--- config.mk ---
export PLATFORM = sky130hd
export DESIGN_NAME = gp_register_bank
export DESIGN_NICKNAME = d
export VERILOG_FILES = /design/src/rtl/gp_register_bank.sv
export SDC_FILE = /design/constraint.sdc
export NUM_CORES = 1
export LEC_CHECK = 0
export BUFFER_PORTS_ARGS = -buffer_cell sky130_fd_sc_hd__buf_4
export CELL_PAD_IN_SITES_DETAIL_PLACEMENT = 0
export CELL_PAD_IN_SITES_GLOBAL_PLACEMENT = 1
export CORE_ASPECT_RATIO = 1.4
export CORE_MARGIN = 2
export CORE_UTILIZATION = 53
export DETAILED_ROUTE_END_ITERATION = 16
export PLACE_DENSITY_LB_ADDON = 0.1
export SLEW_MARGIN = 20
export SYNTH_ARGS = -nofsm -noshare
export SYNTH_HDL_FRONTEND = slang
export SYNTH_SLANG_ARGS = --single-unit
export TNS_END_PERCENT = 100
--- constraint.sdc ---
create_clock -name clk -period 6.6 [get_ports clk]
set_clock_uncertainty 0.2 [all_clocks]
set_input_delay 0.33 -clock clk [delete_from_list [all_inputs] [get_ports clk]]
set_output_delay 0.33 -clock clk [all_outputs]
set_load 0.1 [all_outputs]
--- src/rtl/gp_register_bank.sv ---
// Bank of DEPTH general-purpose registers: one op-mode write port,
// two registered read ports with write-to-read bypass, zero flags, wrap pulse.
module gp_register_bank #(
  parameter int                WIDTH     = 16,
  parameter int                DEPTH     = 8,
  parameter int                ADDR_W    = 3,
  parameter logic [WIDTH-1:0]  RESET_VAL = '0
) (
  input  logic              clk,
  input  logic              rst,
  input  logic              wr_en,
  input  logic [1:0]        wr_op,
  input  logic [ADDR_W-1:0] wr_addr,
  input  logic [WIDTH-1:0]  data_in,
  input  logic              rd_en,
  input  logic [ADDR_W-1:0] rd_a_addr,
  input  logic [ADDR_W-1:0] rd_b_addr,
  output logic [WIDTH-1:0]  data_out_a,
  output logic [WIDTH-1:0]  data_out_b,
  output logic              rd_valid,
  output logic              zero_a,
  output logic              zero_b,
  output logic              wrap
);

  localparam logic [1:0] OP_LOAD = 2'b00;
  localparam logic [1:0] OP_INC  = 2'b01;
  localparam logic [1:0] OP_DEC  = 2'b10;
  localparam logic [1:0] OP_CLR  = 2'b11;

  localparam logic [ADDR_W:0] DEPTH_L = (ADDR_W+1)'(DEPTH);

  logic [WIDTH-1:0] regs [DEPTH];

  logic             wr_ok;
  logic             rd_a_ok;
  logic             rd_b_ok;
  logic             wr_hit;
  logic [WIDTH-1:0] wr_cur;
  logic [WIDTH-1:0] wr_res;
  logic             wr_wrap;
  logic [WIDTH-1:0] rd_a_val;
  logic [WIDTH-1:0] rd_b_val;

  // Addresses past DEPTH only exist when DEPTH is not a power of two.
  assign wr_ok   = {1'b0, wr_addr}   < DEPTH_L;
  assign rd_a_ok = {1'b0, rd_a_addr} < DEPTH_L;
  assign rd_b_ok = {1'b0, rd_b_addr} < DEPTH_L;

  always_comb begin
    wr_hit  = wr_en && wr_ok;
    wr_cur  = wr_ok ? regs[wr_addr] : '0;
    wr_res  = wr_cur;
    wr_wrap = 1'b0;
    unique case (1'b1)
      (wr_op == OP_LOAD): wr_res = data_in;
      (wr_op == OP_INC): begin
        wr_res  = wr_cur + 1'b1;
        wr_wrap = &wr_cur;
      end
      (wr_op == OP_DEC): begin
        wr_res  = wr_cur - 1'b1;
        wr_wrap = ~|wr_cur;
      end
      (wr_op == OP_CLR): wr_res = '0;
      default: wr_res = wr_cur;
    endcase
    wr_wrap = wr_wrap && wr_hit;
  end

  // Reads observe the value after this edge's write.
  always_comb begin
    rd_a_val = rd_a_ok ? regs[rd_a_addr] : '0;
    rd_b_val = rd_b_ok ? regs[rd_b_addr] : '0;
    if (wr_hit && (wr_addr == rd_a_addr)) rd_a_val = wr_res;
    if (wr_hit && (wr_addr == rd_b_addr)) rd_b_val = wr_res;
  end

  always_ff @(posedge clk or negedge rst) begin
    if (!rst) begin
      for (int i = 0; i < DEPTH; i++) regs[i] <= RESET_VAL;
    end else if (wr_hit) begin
      regs[wr_addr] <= wr_res;
    end
  end

  always_ff @(posedge clk or negedge rst) begin
    if (!rst) begin
      data_out_a <= '0;
      data_out_b <= '0;
      rd_valid   <= 1'b0;
      wrap       <= 1'b0;
    end else begin
      wrap     <= wr_wrap;
      rd_valid <= rd_en;
      if (rd_en) begin
        data_out_a <= rd_a_val;
        data_out_b <= rd_b_val;
      end
    end
  end

  assign zero_a = ~|data_out_a;
  assign zero_b = ~|data_out_b;

endmodule

==> results.toml <==
[die]
fp.dieArea_sq_um = 20600
ioPinCount = 67
die_w_um = 122
fp-row-count = 60
die_h_um = 169
core-area_sq_um = 19100
initial_core_util = 0.538

[timing]
slew_violations = 0
post-route-period-util = 0.725
slew_headroom = 0.205
fmax_mhz = 209
period_needed_ns = 4.79
fin_tns_setup_ns = 0
tightest_slew_ns = 1.19
setup_viol = 0
rsz0062_at_grt = "no"
hold_viol_final = 0
hold_slack_ns = 0.0237

[clock_network]
cts_buffer_depth = 2
htreeDepth = 4
cts_tree = "built"
clkTransAtPathRegs_ns = 0.07
cts_setup_buffers = 0
cts_made_buffers = 17
clock_latency_ns = 0.43
cts-root-buf = "clkbuf_16"
cts_sinks = 162

[yosys]
ys.flop_type = "dfrtp_1"
synth_edf_count = 0
yosysWarningCount = 0
synthTopCellsByArea = "dfrtp_1 (39%), mux4_2 (14%), o21ai_0 (6.1%)"
synthCells = 1017
synth_top_area_share = 0.394
syn_avg_cell_area_sq_um = 10.1
synth_top_cell_by_area = "dfrtp_1"
async_reset_ff_frac = 1.00
syn_area_sq_um = 10300
synth.distinct_cells = 62
synthesis.nets = 1066
synth-seq-cells = 162
ys_seq_area_frac = 0.394

[worst_setup_path]
worst-setup-path-type = "input pin to flop"
rr_startpoint = "regs[88]"
r2r_setup_slack_ns = 2.15
r2r-end = "regs[109]"
crit_end = "regs[109]"
worstRegToRegCells = 13
critPathSlowestCell = "a32oi_1"
crit_fanout = 60
max_stage_delay_ns = 0.84
arrival_ns = 4.84
cp_cell_sequence = "buf_4, mux2_2, a22oi_1, o22ai_1, a21oi_1, inv_1, ha_1, a21oi_1, o21ai_0, a211oi_1, nor2_1, or3_1, a32oi_1, o21ai_0"
start_kind = "input pin"
crit_required_ns = 6.66
startpoint = "wr_addr[0]"
end_kind = "flop"

[route]
via_count = 8752
detail_route.wl_per_cell_um = 26.8
drtIter0Drc = 956
vias_per_cell = 6.73
totalWireLength_um = 34800
ant_nets = 0
first_pass_iters = 5
drc = 0

[final_layout]
area_growth_pct = 11.7
drive_gt1_frac = 0.203
nNetsFinal = 1088
layout_commonest_cell = "dfrtp_1"
antenna-diode-count = 0
design_area_sq_um = 11500
layout_common_cells = "dfrtp_1 (162), nand2_1 (142), o21ai_0 (126)"
num-fill-cells = 1655
final_util = 0.600

[global_routing]
grt_overflow = 0
grt_pass1_wl_um = 53400
track_usage = 0.354
grt_pass1_vias = 8616
grt_max_degree = 87
antenna_found_initial = 0

[place]
routabilityCongestion = 0.983
post-dp-hpwl_um = 24100
placed_area_sq_um = 10900
port_buffers = 66

[run_status]
status = "complete, no violations"

[power_and_ir_drop]
power.density_nw_per_um2 = 384
p_leak_uw = 0.00490
ir_worst_vdd_v = 0.000230

[flow_run]
max_cap_viol_count = 0

[worst_hold_path]
hold_path.class = "input pin to flop"
==> flip-flops by register name (all words and copies together) (netlist names) <==
signal,flops
data_out_a,16
regs,128
wrap,1
data_out_b,16
rd_valid,1
==> synth_stat cells, drive strengths merged, types with 2 or more instances <==
library cell	n
a211oi	13
a21o	2
a21oi	49
a221oi	5
a22o	4
a22oi	14
a2bb2oi	3
a31o	2
a31oi	17
a32oi	3
a41oi	9
and2	5
and3	4
and4	9
buf	22
clkbuf	52
clkinv	2
dfrtp	162
ha	17
inv	18
mux2	29
mux2i	53
mux4	66
nand2	143
nand2b	2
nand3	8
nand4	9
nor2	62
nor2b	15
nor3	7
nor3b	4
nor4	10
o2111a	2
o21a	5
o21ai	127
o221a	2
o221ai	5
o22a	2
o22ai	14
o2bb2ai	12
or3	5
or4	3
xnor2	11
==> metrics by stage <==
| step | setup WS, ns | power, uW | instances |
|---|---|---|---|
| floorplan | 2.69 | 2790 | 1017 |
| global placement | 1.50 | 3300 | 1267 |
| detailed placement | 1.50 | 3330 | 1267 |
| CTS | 1.93 | 4400 | 1300 |
| global route | 1.46 | 4620 | 1300 |
| finish | 1.81 | 4410 | 1300 |
==> per-layer routing <==
layer | GRT usage | up-vias | routed length [um]
met5 | 0 | - | 0
met4 | 0.230 | 0 | 2460
met3 | 0.0613 | 95 | 2100
met2 | 0.547 | 351 | 16600
met1 | 0.458 | 4438 | 13700
li1 | - | 3868 | -
==> where the power goes <==
group          total (uW)  leakage, uW  internal [uW]  switching [uW]
registers            1570      0.00204           1270             298
clock network        1070     0.000306            647             425
logic                1770      0.00255            634            1140
==> kinds of logic (layout without fill, tap and decap cells) <==
logic type	after synthesis	in the layout	share of synthesized area
AO/OA/AOI/OAI	296	296	0.179
AND/OR/NAND/NOR	287	287	0.126
flip-flops	162	162	0.394
multiplexers	148	148	0.228
buffers and inverters	94	129	0.0398
adder cells (fa/ha/maj)	18	18	0.0226
XOR/XNOR	12	12	0.0102
==> worst max-delay path: cells and delay by family <==
family | cells | cell delay [ns]
muxes | 1 | 0.41
and+or+nand+nor | 2 | 0.44
buffers and inverters | 2 | 0.73
AOI/OAI and AO/OA | 8 | 2.47
adders and majority gates | 1 | 0.40
==> final cells by class <==
type | instances | area (sq um) | share of cell area
clock buffers | 20 | 447 | 0.0389
clock inverters | 12 | 180 | 0.0157
inverters | 20 | 75.1 | 0.00653
multi-input cells | 761 | 5840 | 0.508
flip-flops and latches | 162 | 4050 | 0.353
well taps | 248 | 310 | 0.0270
repair buffers | 77 | 588 | 0.0512
==> repair_timing <==
item                       in CTS  in global routing
gates resized for setup         0                  0
hold endpoints to repair       85                  0
hold buffers                    1                  0
setup endpoints to repair       0                  0
==> worst min path at each step <==
stage                     start             to  slack (ns)  cells past startpoint
final                     rd_en       rd_valid        0.02                      1
after global routing      rd_en       rd_valid        0.03                      1
after CTS                 rd_en       rd_valid        0.02                      1
after detailed placement    rst       regs[33]        0.25                      1
after global placement      rst        regs[1]        0.26                      1
after floorplan             rst  data_out_a[0]       -0.17                      0
Note: power is estimated with default switching activity, not from simulation.
